File: config.mk
export PLATFORM = sky130hd
export DESIGN_NAME = amplitude_ramp
export DESIGN_NICKNAME = d
export VERILOG_FILES = /design/src/rtl/xc_pkg.sv /design/src/rtl/tick_gen.sv /design/src/rtl/amplitude_ramp.sv
export SDC_FILE = /design/constraint.sdc
export NUM_CORES = 1
export LEC_CHECK = 0
export ABC_AREA = 0
export CAP_MARGIN = 5
export CORE_MARGIN = 2
export CORE_UTILIZATION = 48
export CTS_CLUSTER_SIZE = 24
export DETAILED_ROUTE_END_ITERATION = 12
export PLACE_DENSITY = 0.74
export SYNTH_ARGS = -nofsm -noshare
export SYNTH_HDL_FRONTEND = slang
export SYNTH_HIERARCHICAL = 1
export SYNTH_SLANG_ARGS = --single-unit
File: constraint.sdc
create_clock -name clk -period 5.2 [get_ports clk]
set_clock_uncertainty 0.1 [all_clocks]
set_input_delay 1.04 -clock clk [delete_from_list [all_inputs] [get_ports clk]]
set_output_delay 1.04 -clock clk [all_outputs]
set_load 0.02 [all_outputs]
File: src/rtl/xc_pkg.sv
// xc_pkg: state encodings and timing helpers shared by the XC amplitude/timing stages
package xc_pkg;

    typedef enum logic [1:0] {
        ST_IDLE,
        ST_RAMP,
        ST_HOLD,
        ST_SHUTDOWN
    } ramp_state_e;

    function automatic int calc_divider(input int clk_frequency, input int step_frequency);
        return clk_frequency / step_frequency;
    endfunction

endpackage

File: src/rtl/tick_gen.sv
// tick_gen: free-running prescaler producing a one-cycle tick every DIVIDER clocks
module tick_gen #(
    parameter int DIVIDER = 10
) (
    input  logic clk,
    input  logic rst_n,
    output logic tick
);

    localparam int CW = (DIVIDER > 2) ? $clog2(DIVIDER) : 1;
    localparam logic [CW-1:0] LAST = CW'(DIVIDER - 1);

    logic [CW-1:0] cnt_q, cnt_d;

    assign tick = cnt_q == LAST;

    always_comb cnt_d = tick ? '0 : cnt_q + 1'b1;

    always_ff @(posedge clk or negedge rst_n) begin
        if (!rst_n) cnt_q <= '0;
        else        cnt_q <= cnt_d;
    end

endmodule

File: src/rtl/amplitude_ramp.sv
// amplitude_ramp: slew-limits the sine stage amplitude toward a loaded target, one LSB per tick
module amplitude_ramp
    import xc_pkg::*;
#(
    parameter int CLK_FREQUENCY  = 10000000,
    parameter int STEP_FREQUENCY = 1000,
    parameter int RESOLUTION     = 8
) (
    input  logic                  clk,
    input  logic                  rst_n,
    input  logic                  enable,
    input  logic [RESOLUTION-1:0] target,
    input  logic                  target_load,
    output logic [RESOLUTION-1:0] max_value,
    output logic                  sine_enable,
    output logic                  busy,
    output logic                  done
);

    localparam int DIVIDER = calc_divider(CLK_FREQUENCY, STEP_FREQUENCY);

    if (DIVIDER < 2) begin : g_bad_divider
        $error("amplitude_ramp: CLK_FREQUENCY/STEP_FREQUENCY must be at least 2");
    end

    ramp_state_e           state_q, state_d;
    logic [RESOLUTION-1:0] max_q, max_d, target_q, target_d, step_val;
    logic                  sine_enable_q, sine_enable_d;
    logic                  busy_q, busy_d, done_q, done_d;
    logic                  tick;

    tick_gen #(.DIVIDER(DIVIDER)) u_tick_gen (
        .clk  (clk),
        .rst_n(rst_n),
        .tick (tick)
    );

    always_comb begin
        target_d = target_load ? target : target_q;
        step_val = (max_q < target_q) ? max_q + 1'b1 :
                   (max_q > target_q) ? max_q - 1'b1 : max_q;
        state_d  = state_q;
        max_d    = max_q;
        case (state_q)
            ST_IDLE: state_d = enable ? ST_RAMP : ST_IDLE;
            ST_RAMP: begin
                max_d   = (enable && tick) ? step_val : max_q;
                // compare the value about to be registered so done lands with the final step
                state_d = !enable ? ST_SHUTDOWN : (max_d == target_d) ? ST_HOLD : ST_RAMP;
            end
            ST_HOLD: state_d = !enable ? ST_SHUTDOWN :
                               (target_load && target != max_q) ? ST_RAMP : ST_HOLD;
            default: begin
                max_d   = (!enable && tick && max_q != '0) ? max_q - 1'b1 : max_q;
                state_d = enable ? ST_RAMP : (tick && max_q == '0) ? ST_IDLE : ST_SHUTDOWN;
            end
        endcase
        sine_enable_d = state_d != ST_IDLE;
        busy_d        = state_d == ST_RAMP || state_d == ST_SHUTDOWN;
        done_d        = state_q == ST_RAMP && state_d == ST_HOLD;
    end

    always_ff @(posedge clk or negedge rst_n) begin
        if (!rst_n) begin
            state_q       <= ST_IDLE;
            max_q         <= '0;
            target_q      <= '0;
            sine_enable_q <= 1'b0;
            busy_q        <= 1'b0;
            done_q        <= 1'b0;
        end else begin
            state_q       <= state_d;
            max_q         <= max_d;
            target_q      <= target_d;
            sine_enable_q <= sine_enable_d;
            busy_q        <= busy_d;
            done_q        <= done_d;
        end
    end

    assign max_value   = max_q;
    assign sine_enable = sine_enable_q;
    assign busy        = busy_q;
    assign done        = done_q;

endmodule
Word level (Yosys, flattened, before mapping)
Index checks and enable logic that the tools add are counted.
{"block": "classes", "n_mux": 15, "n_lt_le_gt_ge": 2, "addsub": 3, "n_eq_ne": 8, "bitwise": 1, "reduce_logical": 15}
{"op": "8-bit two-way mux", "n": 5}
{"op": "8-bit case mux with 2 select lines", "n": 1}
{"op": "14-bit by 1-bit adder with 14-bit output (second input constant)", "n": 1}
{"op": "14-bit == test (second input constant)", "n": 1}
{"op": "14-bit two-way mux", "n": 1}
{"op": "2-bit two-way mux", "n": 6}
{"op": "8-bit by 1-bit adder with 8-bit output (second input constant)", "n": 1}
{"op": "8-bit == test", "n": 1}
{"op": "8-bit greater-than comparator", "n": 1}
{"op": "8-bit logical NOT", "n": 1}
{"op": "8-bit < comparator", "n": 1}
{"op": "8-bit != test", "n": 1}
{"op": "8-bit nonzero test", "n": 1}
{"op": "8-bit by 1-bit subtractor with 8-bit output (second input constant)", "n": 1}
{"op": "2-bit == test (second input constant)", "n": 3}
{"op": "1-bit logical AND", "n": 6}
{"op": "2-bit case mux with 3 select lines", "n": 1}
{"op": "2-bit by 1-bit == test with 1-bit output (second input constant)", "n": 2}
{"op": "2-bit nonzero test", "n": 2}
{"op": "2-bit logical NOT", "n": 1}
{"op": "2-bit AND reduction", "n": 1}
{"op": "2-bit OR reduction", "n": 1}
{"op": "1-bit logical NOT", "n": 1}
{"op": "1-bit logical OR", "n": 1}
{"op": "2 further kinds", "n": 2}
{"block": "totals", "wordCells": 51, "ff_bits": 35, "out_inout_bits": 11}

Depth between registers and ports, before layout
{"block": "logic_depth", "word_depth": 10, "depth_mapped": 12}

Hierarchy
The synthesis kept the hierarchy.
{"module": "amplitude_ramp", "area_each_um2": 1873.0, "cells_per_inst": 225, "seq_area_each_um2": 525.5, "instances": 1}
{"module": "tick_gen", "area_each_um2": 668.1, "cells_per_inst": 62, "seq_area_each_um2": 350.3, "instances": 1}

Worst setup path before layout
No wires, ideal clock.
{"block": "synth_path", "path_type": "register -> register", "from": "register u_tick_gen.cnt_q[11]", "to": "register done_q, in the netlist done", "stages_incl_launch_ff": 12, "setup_ns": 0.080, "arrival_time_ns": 3.085, "t_required_ns": 5.020, "path_slack_ns": 1.935, "path_cell_list": "dfrtp_1 > or4b_4 > nor4_1 > and2_4 > buf_6 > o21a_4 > a41oi_4 > a41o_1 > o21ai_2 > o2111ai_1 > or4b_4 > nor3_2"}
{"block": "synth_between", "elab_chain_cells": 9, "word_cells_on_any_way": 12}
{"element": "from (decl)", "line_no": "tick_gen.sv:13", "rtl": "logic [CW-1:0] cnt_q, cnt_d;"}
{"element": "from (signal assigned)", "line_no": "tick_gen.sv:21", "rtl": "else cnt_q <= cnt_d;"}
{"element": "14-bit == test (*)", "line_no": "tick_gen.sv:15", "rtl": "assign tick = cnt_q == LAST;"}
{"element": "via tick", "line_no": "amplitude_ramp.sv:30", "rtl": "logic tick;"}
{"element": "1-bit logical AND", "line_no": "amplitude_ramp.sv:47", "rtl": "max_d = (enable && tick) ? step_val : max_q;"}
{"element": "8-bit two-way mux", "line_no": "amplitude_ramp.sv:47"}
{"element": "8-bit == test", "line_no": "amplitude_ramp.sv:49", "rtl": "state_d = !enable ? ST_SHUTDOWN : (max_d == target_d) ? ST_HOLD : ST_RAMP;"}
{"element": "2-bit two-way mux (2 in series)", "line_no": "amplitude_ramp.sv:49"}
{"element": "2-bit case mux with 3 select lines (*)", "line_no": "amplitude_ramp.sv:44", "rtl": "case (state_q)"}
{"element": "2-bit == test (*)", "line_no": "amplitude_ramp.sv:60", "rtl": "done_d = state_q == ST_RAMP && state_d == ST_HOLD;"}
{"element": "1-bit logical AND (*)", "line_no": "amplitude_ramp.sv:60"}
{"element": "via done_d", "line_no": "amplitude_ramp.sv:29", "rtl": "logic busy_q, busy_d, done_q, done_d;"}
{"element": "to (signal assigned)", "line_no": "amplitude_ramp.sv:77", "rtl": "done_q <= done_d;"}
{"element": "to (decl)", "line_no": "amplitude_ramp.sv:29"}
The timed path passes the listed nets; every way through them passes the cells marked *.
A chain may end at the register's enable or synchronous reset.

Worst setup path in the final report
{"block": "layout_path", "from": "register u_tick_gen.cnt_q[7]", "to": "register done_q, in the netlist done"}
The elaborated chain is that of the path after synthesis.

==> flow_summary.ini <==
[timing]
tightest_slew_ns = 0.9261
holdWs_ns = 0.4031
hold_viol_final = 0
drv_slew = 0
setup_viol = 0
slew_headroom_pct = 37.79
timing.fmax_mhz = 270.4
fin_setup_tns_ns = 0
rsz0062_at_grt = false
finalCritPeriodShare_pct = 71.13
layout_min_cycle_time_ns = 3.699

[clock_network]
cts-root-buf = clkbuf_8
cts_tree = yes
clk_latency_ns = 0.30
clock_path_buffers = 2
cts_buffers = 5
numClockSinks = 35
post_cts_buffers = 0
path_clk_slew_ns = 0.07
ctsResizeCount = 0
h-tree-depth = 2
ctsHoldBuffers = 0

[yosys]
yosysMostFrequentCell = dfrtp_1
synth_top_area_share_pct = 34.47
synth_seq_area_share_pct = 34.47
ys_top_cells_by_count = dfrtp_1, nand2_1, inv_1, xnor2_1
synth-edff-count = 0
synth_compound_area_share_pct = 17.73
synth-xor-area-share_pct = 9.650
synth_mux_area_share_pct = 3.151
async_flop_share_pct = 100.0
synth.avg_cell_area_um2 = 8.854
syn_inst = 287
ys_types = 58
yosys_warnings = 6
synth_nets = 312
synth_top_family_by_area = simple AND/OR/NAND/NOR gates
ys_ff_latch = 35
synth_flop_cell = dfrtp_1
synth_area_leader_cell = dfrtp_1
synth_area_um2 = 2541
yosys.area_share.simple_pct = 23.19
synth-adder-area-share_pct = 6.401
yosys-top-cells-area = dfrtp_1, xnor2_1, ha_1, nand2_1, a21oi_1

[drt]
dr.pass1.iters = 5
vias_per_cell = 5.775
wl_per_cell_um = 16.76
ant_nets = 0
drc = 0
vias = 2160
wl_mm = 6.268
drt_iter0_drc = 189

[global_routing]
grt_max_degree = 36
grt_use_total_pct = 22.74
grt_pass1_wl_mm = 10.50
grt_pass1_vias = 2014
gr-total-overflow = 0
antenna_found_initial = 0

[floorplan]
initial_core_util_pct = 49.76
dieHeight_um = 76.76
row_count = 26
die_area_um2 = 5892
die_w_um = 76.76
core_um2 = 5107
ios = 23

[placement]
dp_cells = 367
numPortBuffers = 22
place_congestion = 0.9315
place_hpwl_mm = 4.538

[finish]
final_cells = 374
n_antenna_cell = 0
area_delta_synth_final_pct = 13.98
nets = 329
drive_gt1_share_pct = 7.895
fill_cells = 476

[power_and_ir_drop]
power_frac_comb_pct = 23.7
clkPwrFrac_pct = 33.9
power_uw = 735.2
p_per_area_nw_per_um2 = 253.8
ir_worst_vdd_uv = 152.1
p_int_uw = 496.4
leakage_uw = 0.001215
swShare_pct = 32.48
seqPwrFrac_pct = 42.5
switchingPower_uw = 238.8

[worst_setup_path]
max_stage_delay_ns = 0.58
crit_path_start_kind = register
cp.required_ns = 5.31
critPathSlowestCell = nor4_1
cp_max_fo = 8
cpMostUsedCell = or4b_4
cp-end-kind = register
reg2reg_slack_ns = 1.50
critPathKind = reg -> reg
crit_chain = or4b_4, nor4_1, and2_4, o21a_4, a41oi_4, a41o_1, o21ai_2, o2111ai_1, or4b_4, nor3_2
arrival_ns = 3.81

[outcome]
status = finished clean

[job]
drv_cap = 0

[min_path]
min_path_type = reg -> reg
==> layout make-up <==
cell class,instances,area (um^2),share of cell area (%)
Inverter,19,71.32,2.462
Tap cell,70,87.58,3.024
Timing Repair Buffer,23,227.7,7.862
Multi-Input combinational cell,220,1528,52.74
Clock buffer,5,68.82,2.376
Clock inverter,2,37.54,1.296
Sequential cell,35,875.8,30.24
==> worst max-delay path: cells and delay by family, from the launching register on <==
kind	cells	cell delay, ns
and+or+nand+nor	5	2.21
AOI/OAI and AO/OA	5	0.87
DFF	1	0.43
==> cell usage in the layout (no fill, tap or decap), types with 4 or more instances in the layout <==
cell type and n:
mux2i_1 8, o21ai_0 12, ha_1 13, nor4_1 5, xnor2_1 19, clkbuf_8 5, a31oi_1 4, a21oi_1 16
nand2_1 30, o21a_1 5, clkdlybuf4s50_1 22, nand4_1 9, inv_1 19, xor2_1 9, nor2_1 16, nor3_1 10
dfrtp_1 35, nand3_1 10
==> metal layers <==
layer | up-vias | wire, um | part of all wire [%] | GRT usage (%)
met3 | 12 | 348 | 5.6 | 4.353
met2 | 67 | 2929 | 47 | 35.79
met4 | 0 | 101 | 1.6 | 6.545
li1 | 1060 | - | - | -
met5 | - | 0 | 0 | 0
met1 | 1021 | 2888 | 46 | 31.81
==> worst paths after layout <==
kind / from / to / cells past startpoint
max: u_tick_gen/cnt_q[7] / done / 10
max reg2reg: u_tick_gen/cnt_q[7] / done / 10
max in group asynchronous: rst_n / u_tick_gen/cnt_q[9] / 2
min: u_tick_gen/cnt_q[11] / u_tick_gen/cnt_q[11] / 1
min reg2reg: u_tick_gen/cnt_q[11] / u_tick_gen/cnt_q[11] / 1
min in group asynchronous: rst_n / target_q[5] / 2
==> through the flow <==
stage          worst slack (ns)  utilization, %  instance area [um^2]
2_1_floorplan             1.935               -                  2541
3_3_place_gp              1.484           54.63                  2790
3_5_place_dp              1.413           54.63                  2790
4_1_cts                   1.511           56.71                  2897
5_1_grt                   1.264           56.71                  2897
6_report                  1.501           56.71                  2897
==> power groups by stage <==
stage          registers (uW)  logic (uW)  clock network, uW
2_1_floorplan             308         122                  0
3_3_place_gp              315         170                  0
3_5_place_dp              316         172                  0
4_1_cts                   311         173                255
5_1_grt                   314         193                267
6_report                  312         174                249
==> sequential cells by signal (all words and copies together) (netlist names) <==
register / flops
done: 1
target_q: 8
sine_enable: 1
busy: 1
u_tick_gen/cnt_q: 14
state_q: 2
max_value: 8
==> cells by family after synthesis <==
| logic type | after synthesis |
|---|---|
| flops | 35 |
| mux | 8 |
| xor+xnor | 28 |
| fa+ha+maj | 13 |
| compound gates | 64 |
| buf+inv | 32 |
| simple gates | 107 |
Power figures use the tool's default switching activity.
